File: src/rtl/sorted_list_reader.sv
// -----------------------------------------------------------------------------
// sorted_list_reader
//
// Read-side consumer of the frequency sorter's flat output arrays. When
// sorted_done is seen in IDLE the ascending {frequency, symbol} list is copied
// into a local snapshot. One cycle later the snapshot is scanned to count the
// non-zero entries and to flag any ordering violation. The non-zero pairs are
// then streamed, lowest frequency first, over a valid/ready handshake.
//
// Ports
//   clk                      clock, all logic on posedge
//   reset                    asynchronous, active-high
//   sorted_frequencies_flat  entry i at [i*FREQ_WIDTH +: FREQ_WIDTH]
//   sorted_symbol_flat       entry i at [i*SYMBOL_WIDTH +: SYMBOL_WIDTH]
//   sorted_done              level; arrays valid while high
//   out_symbol / out_freq    current pair (zero outside EMIT)
//   out_valid / out_ready    stream handshake
//   out_last                 current pair is the final non-zero entry
//   active_count             number of non-zero entries in the snapshot
//   sort_error               snapshot was not ascending
//   busy                     high while counting or emitting
//   list_done                high once the list has been fully streamed
// -----------------------------------------------------------------------------
module sorted_list_reader #(
    parameter int SYMBOLS      = 16,
    parameter int FREQ_WIDTH   = 32,
    parameter int SYMBOL_WIDTH = 5,
    localparam int CNT_W       = $clog2(SYMBOLS + 1)
) (
    input  logic                            clk,
    input  logic                            reset,
    input  logic [SYMBOLS*FREQ_WIDTH-1:0]   sorted_frequencies_flat,
    input  logic [SYMBOLS*SYMBOL_WIDTH-1:0] sorted_symbol_flat,
    input  logic                            sorted_done,
    output logic [SYMBOL_WIDTH-1:0]         out_symbol,
    output logic [FREQ_WIDTH-1:0]           out_freq,
    output logic                            out_valid,
    input  logic                            out_ready,
    output logic                            out_last,
    output logic [CNT_W-1:0]                active_count,
    output logic                            sort_error,
    output logic                            busy,
    output logic                            list_done
);

    // Width of a plain array index; idx itself carries one extra bit so it
    // can hold SYMBOLS - active_count when the list is empty.
    localparam int IDX_W = (SYMBOLS > 1) ? $clog2(SYMBOLS) : 1;

    typedef enum logic [1:0] {
        IDLE  = 2'd0,
        COUNT = 2'd1,
        EMIT  = 2'd2,
        DONE  = 2'd3
    } state_t;

    state_t state;
    state_t next_state;

    logic [FREQ_WIDTH-1:0]   freq_snap [SYMBOLS];
    logic [SYMBOL_WIDTH-1:0] sym_snap  [SYMBOLS];
    logic [CNT_W-1:0]        idx;
    logic [IDX_W-1:0]        rd_idx;
    logic [CNT_W-1:0]        nz_count;
    logic                    order_bad;

    assign rd_idx = idx[IDX_W-1:0];

    // Scan of the registered snapshot; only consumed in COUNT.
    always_comb begin
        nz_count  = '0;
        order_bad = 1'b0;
        for (int i = 0; i < SYMBOLS; i++) begin
            if (freq_snap[i] != '0) begin
                nz_count = nz_count + CNT_W'(1);
            end
        end
        for (int i = 0; i < SYMBOLS - 1; i++) begin
            if (freq_snap[i] > freq_snap[i+1]) begin
                order_bad = 1'b1;
            end
        end
    end

    always_ff @(posedge clk or posedge reset) begin
        if (reset) begin
            state <= IDLE;
        end else begin
            state <= next_state;
        end
    end

    always_comb begin
        next_state = state;
        out_valid  = 1'b0;
        out_last   = 1'b0;
        out_symbol = '0;
        out_freq   = '0;
        busy       = 1'b0;
        list_done  = 1'b0;
        case (state)
            IDLE: begin
                if (sorted_done) begin
                    next_state = COUNT;
                end
            end
            COUNT: begin
                busy       = 1'b1;
                next_state = (nz_count != '0) ? EMIT : DONE;
            end
            EMIT: begin
                busy       = 1'b1;
                out_valid  = 1'b1;
                out_symbol = sym_snap[rd_idx];
                out_freq   = freq_snap[rd_idx];
                out_last   = (idx == CNT_W'(SYMBOLS - 1));
                if (out_ready && out_last) begin
                    next_state = DONE;
                end
            end
            DONE: begin
                list_done = 1'b1;
                // Wait for sorted_done to drop so one assertion yields one list.
                if (!sorted_done) begin
                    next_state = IDLE;
                end
            end
            default: next_state = IDLE;
        endcase
    end

    always_ff @(posedge clk or posedge reset) begin
        if (reset) begin
            for (int i = 0; i < SYMBOLS; i++) begin
                freq_snap[i] <= '0;
                sym_snap[i]  <= '0;
            end
            idx          <= '0;
            active_count <= '0;
            sort_error   <= 1'b0;
        end else begin
            case (state)
                IDLE: begin
                    if (sorted_done) begin
                        for (int i = 0; i < SYMBOLS; i++) begin
                            freq_snap[i] <= sorted_frequencies_flat[i*FREQ_WIDTH +: FREQ_WIDTH];
                            sym_snap[i]  <= sorted_symbol_flat[i*SYMBOL_WIDTH +: SYMBOL_WIDTH];
                        end
                    end
                end
                COUNT: begin
                    active_count <= nz_count;
                    sort_error   <= order_bad;
                    // Zero entries sit at the low indices, so the non-zero tail
                    // starts at SYMBOLS - count. nz_count <= SYMBOLS: no wrap.
                    idx          <= CNT_W'(SYMBOLS) - nz_count;
                end
                EMIT: begin
                    if (out_ready) begin
                        idx <= idx + CNT_W'(1);
                    end
                end
                default: ;
            endcase
        end
    end

endmodule
File: config.mk
export PLATFORM = sky130hd
export DESIGN_NAME = sorted_list_reader
export DESIGN_NICKNAME = d
export VERILOG_FILES = /design/src/rtl/sorted_list_reader.sv
export SDC_FILE = /design/constraint.sdc
export NUM_CORES = 2
export LEC_CHECK = 0
export BUFFER_PORTS_ARGS = -buffer_cell sky130_fd_sc_hd__buf_2
export CORE_MARGIN = 8
export CORE_UTILIZATION = 27
export CTS_BUF_LIST = sky130_fd_sc_hd__clkbuf_4 sky130_fd_sc_hd__clkbuf_8
export DETAILED_ROUTE_END_ITERATION = 12
export SYNTH_ARGS = -nofsm -noshare
export SYNTH_HDL_FRONTEND = slang
export SYNTH_SLANG_ARGS = --single-unit
File: constraint.sdc
create_clock -name clk -period 51.9 [get_ports clk]
set_input_delay 0 -clock clk [delete_from_list [all_inputs] [get_ports clk]]
set_output_delay 0 -clock clk [all_outputs]
set_load 0.01 [all_outputs]
### Word level (Yosys, flattened, before mapping)

Cells that the tools add are included.

* magnitude comparators: 16
* $add $sub $neg: 17
* multiplexer cells: 50
* equality and inequality tests: 8
* bitwise gates (word level): 1
* reductions and logical operators: 24

Operators by type and width (count)
* $reduce_bool 32->1: 16
* $gt 32x32->1: 15
* $bmux 32 s4: 1
* $mux 32: 3
* $mux 5: 19
* $add 5x1->5 const B: 16
* $mux 1: 21
* $bmux 5 s4: 1
* $pmux 5 s2: 1
* $ne 2x2->1 const B: 4
* $pmux 2 s4: 1
* $mux 2: 3
* $eq 5x4->1 const B: 1
* $ge 5x5->1 const B: 1
* $not 4->5: 1
* $reduce_bool 5->1: 1
* $sub 5x5->5 const A: 1
* $eq 2x2->1 const B: 2
* $reduce_and 2->1: 2
* $reduce_and 3->1: 1
* $eq 2x1->1 const B: 1
* $logic_not 2->1: 1
* $reduce_bool 2->1: 1
* $reduce_or 2->1: 1
* $logic_and 1x1->1: 1

* output and inout bits: 47
* register bits: 605
* input port bits: 596

### Logic depth before layout (Yosys ltp)

* depth in word-level cells: 35
* depth in mapped cells: 52
* mapped depth without buffers: 51

### Least setup slack after synthesis

Ideal clock, no wire load.

* kind: register to register
* start: register freq_snap[472] in the netlist's numbering
* end: register idx[4]
* arrival: 8902 ps
* stages on the path, launching flop included: 51
* library setup time: 78 ps
* required time: 51822 ps
* buffers on the path: 1
* path slack: 42920 ps
* clock period less this slack: 8980 ps
* path through: dfrtp_1 nor4_1 nand4_1 or2_2 inv_1 ha_1 or3_1 clkbuf_1 and2_1 ha_1 a21boi_0 a311oi_1 nor2_1 ha_1 inv_1 a21oi_1 nor2_1 o21a_1 [... 15 more ...] mux2_2 ha_1 nand2_1 a21o_2 o211ai_1 mux2i_1 ha_1 o21ai_0 xnor2_1 xnor2_2 and4bb_1 xnor2_1 xnor2_2 and3_1 ha_1 mux2i_1 nor2_1 a21oi_1

* cells in the longest elaborated chain, start to end: 32

Ends and longest elaborated chain
* start, declared: RTL line 60 `logic [FREQ_WIDTH-1:0] freq_snap [SYMBOLS];`
* start signal, assigned by index: RTL line 146 `freq_snap[i] <= sorted_frequencies_flat[i*FREQ_WIDTH +: FREQ_WIDTH];`
* $reduce_bool 32->1 (*): RTL line 74 `if (freq_snap[i] != '0) begin`
* $mux 5 (*): RTL line 74
* $add 5x1->5: RTL line 75 `nz_count = nz_count + CNT_W'(1);`
* $mux 5 (*): RTL line 74
* $add 5x1->5: RTL line 75
* $mux 5 (*): RTL line 74
* $add 5x1->5: RTL line 75
* $mux 5 (*): RTL line 74
* [... 16 more ...]
* $add 5x1->5: RTL line 75
* $mux 5 (*): RTL line 74
* $add 5x1->5: RTL line 75
* $mux 5 (*): RTL line 74
* $add 5x1->5: RTL line 75
* $mux 5 (*): RTL line 74
* $sub 5x5->5 (*): RTL line 156 `idx <= CNT_W'(SYMBOLS) - nz_count;`
* $pmux 5 s2 (*): RTL line 142 `case (state)`
* end signal, assigned: RTL line 156
* end signal, assigned: RTL line 160 `idx <= idx + CNT_W'(1);`
* end, declared: RTL line 62 `logic [CNT_W-1:0] idx;`

Mark *: on every way between the ends. The rest lies on a longest branch, timed or not.
A chain may end at the register's enable or synchronous reset.

### Worst setup path in the final report

* start: register freq_snap[509] in the netlist's numbering
* end: register state[0]

* cells in the longest elaborated chain, start to end: 35

Ends and longest elaborated chain
* $reduce_bool 32->1 (*): RTL line 74
* $mux 1 (*): RTL line 74
* $add 5x1->5: RTL line 75
* $mux 5 (*): RTL line 74
* $add 5x1->5: RTL line 75
* $mux 5 (*): RTL line 74
* $add 5x1->5: RTL line 75
* $mux 5 (*): RTL line 74
* [... 19 more ...]
* $mux 5 (*): RTL line 74
* $add 5x1->5: RTL line 75
* $mux 5 (*): RTL line 74
* $add 5x1->5: RTL line 75
* $mux 5 (*): RTL line 74
* $reduce_bool 5->1 (*): RTL line 109 `next_state = (nz_count != '0) ? EMIT : DONE;`
* $mux 1 (*): RTL line 109
* $pmux 2 s4 (*): RTL line 101 `case (state)`
* end signal, assigned: RTL line 89 `state <= next_state;`
* end, declared: RTL line 57 `state_t state;`

Marks and branches as above.

==> results.cfg <==
[run_status]
status = complete, no violations

[sta]
post-route-period-util_pct = 21.4
max_freq_mhz = 90.2
skew_ps = 82.8
setup_viol = 0
slew_viol_final = 0
tightest_slew_ps = 1170
final.setup.tns_ps = 0
layout_min_cycle_time_ps = 11090
rsz0062_at_grt = false
hold_viol_final = 0
relSlewSlack_pct = 21.1

[pwr]
p_leak_nw = 28.9
clkPwrFrac_pct = 15.1
irDropWorstVdd_uv = 28.8
combPwrFrac_pct = 54.2
power_density_nw_per_um2 = 57.9
internal-power_mw = 2.01
p_sw_mw = 1.63
swShare_pct = 44.7
seqPwrFrac_pct = 30.7

[cts]
path_clk_slew_ps = 60
clock-sinks = 605
clock_latency_ps = 900
cts_tree = done
htree_levels = 3
cts_made_buffers = 116
root_buffer = clkbuf_8
cts_setup_buffers = 0
clock_path_buffers = 3

[yosys]
synth_common_cells = dfrtp_1, mux2_2, inv_1
synth_edf_count = 0
ys.warnings.count = 0
synth_area_leaders = dfrtp_1, mux2_2, ha_1
syn_avg_cell_area_um2 = 11.4
synth_top_cell_area_share_pct = 35.7
synth_nets = 4828
async_flop_share_pct = 100
synth_cell_type_count = 75
synth_area_um2 = 42400
yosysSeqAreaShare_pct = 35.7
yosys.area.top_type = dfrtp_1
ys.flop_type = dfrtp_1
synth.most_common_cell = dfrtp_1
netlist_instances = 3728
synth_seq_cells = 605

[routing]
wirelength_um = 194000
via_count = 38800
detail-route-antenna-nets = 0
drt_iter0_markers = 2835
wl_per_cell_um = 24.8
drtPass1Iterations = 5
vias_per_cell = 4.98
drc = 0

[floorplan]
placementRows = 145
core-area_um2 = 156000
die_y_um = 412
die_width_um = 412
start_util_pct = 27.2
dieArea_um2 = 170000
ios = 643

[place]
dpl_cell_area_um2 = 48000
gp_congestion = 0.946
numPortBuffers = 642
hpwl_um = 148000

[worst_setup_path]
path_common_cell = ha_1
timing_worst_setup_path_type = flop to flop
crit_path_start_kind = flop
max_stage_delay_ps = 690
worst_ep_required_time_ps = 52580
cp.arrival_ps = 11770
slowest_stage = nor4_1
cp_max_fo = 7
end_kind = flop

[global_route]
grt_overflow = 0
grt_start_max_net_pins = 172
grt_pass1_vias = 41700
antenna_found_initial = 42
grt_usage_pct = 22.2
grt_pass1_wl_um = 281000

[cells_and_area]
area_delta_synth_final_pct = 48.3
nets = 6714
fin_area_um2 = 62900
drive_above_1_share_pct = 29.8

[run]
drv_cap = 0

[worst_hold_path]
hold_path.class = input pin to flop
stage by stage:
stage	power, mW	cells	setup WS (ps)	util, %	hold WS (ps)
global route	3.91	7788	40210	40.3	51.4
global placement	2.92	6338	41040	30.8	146
floorplan	2.23	3728	34960	-	113
finish	3.64	7796	40810	40.3	88.1
CTS	3.62	7765	40990	40.3	14.5
detailed placement	2.97	6338	41090	30.8	150
critical path, delay by kind of cell (launching register included):
kind / cells / cell delay [ps]
AOI/OAI and AO/OA: 15 / 2750
xor gates and xnor gates: 7 / 1390
adders and majority gates: 8 / 2130
buffers and inverters: 1 / 60
DFF: 1 / 490
muxes: 2 / 450
and+or+nand+nor: 14 / 3590
timing repair:
item	in CTS	in global routing
gates resized for setup	0	0
endpoints found under the setup margin	0	0
hold buffers	1216	0
endpoints found under the hold margin	817	0
layout make-up:
| cell class | count | area [um^2] |
|---|---|---|
| multi-input combinational | 2500 | 24900 |
| sequential | 605 | 15100 |
| clock buffer | 177 | 2300 |
| fill | 14800 | 93100 |
| antenna | 31 | 77.6 |
| clock inverter | 34 | 352 |
| inverter | 507 | 1910 |
| tap | 2058 | 2570 |
| timing repair buffer | 1884 | 15600 |
cell usage in the layout, fill, tap and decap left out, drive strengths merged, types with 41 or more instances in the layout:
cell type | netlist | final
buf | 23 | 668
nand2b | 50 | 50
nand2 | 41 | 41
nor2 | 79 | 79
dlygate4sd3 | 0 | 1216
o21ai | 119 | 119
inv | 507 | 513
a21o | 76 | 76
and2 | 44 | 44
clkbuf | 92 | 177
o21a | 88 | 88
mux2 | 599 | 599
nor2b | 68 | 68
nor4 | 141 | 141
mux4 | 185 | 185
nand4 | 145 | 145
dfrtp | 605 | 605
a21oi | 128 | 128
ha | 504 | 504
state kept, by name, summed over array words and instances (netlist names):
name          count
state             2
sym_snap         80
idx               5
sort_error        1
active_count      5
freq_snap       512
power groups by stage:
stage | clock (mW) | combinational, mW | sequential [mW]
after detailed placement | 0 | 1.85 | 1.11
final | 0.548 | 1.97 | 1.12
after global placement | 0 | 1.83 | 1.09
after CTS | 0.562 | 1.96 | 1.10
after floorplan | 0 | 1.32 | 0.916
after global routing | 0.584 | 2.17 | 1.15
worst paths after layout:
path,from,to,slack [ps],depth (start not counted)
max,freq_snap[509],state[0],40810,47
min,sorted_frequencies_flat[247],freq_snap[279],90,3
max reg2reg,freq_snap[509],state[0],40810,47
min reg2reg,sym_snap[11],sym_snap[11],510,1
max in group asynchronous,reset,sym_snap[16],49000,6
min in group asynchronous,reset,freq_snap[11],390,4
cell families (layout without fill, tap and decap cells):
family / Yosys count / in the layout / share of synthesized area [%]
simple gates: 653 / 653 / 9.11
mux: 791 / 791 / 25.9
xor+xnor: 49 / 49 / 1.31
fa+ha+maj: 504 / 504 / 14.9
other cells: 0 / 31 / 0
buf+inv: 623 / 2602 / 5.53
flops: 605 / 605 / 35.7
compound gates: 503 / 503 / 7.55
routing by layer:
metal	wire length, um	vias to the layer above	GRT usage (%)
met5	54	-	0
met4	7460	8	8.23
met3	13800	340	5.17
met2	90800	1446	36.5
met1	81500	19500	28.5
li1	-	17600	-
Power figures use the tool's default switching activity.
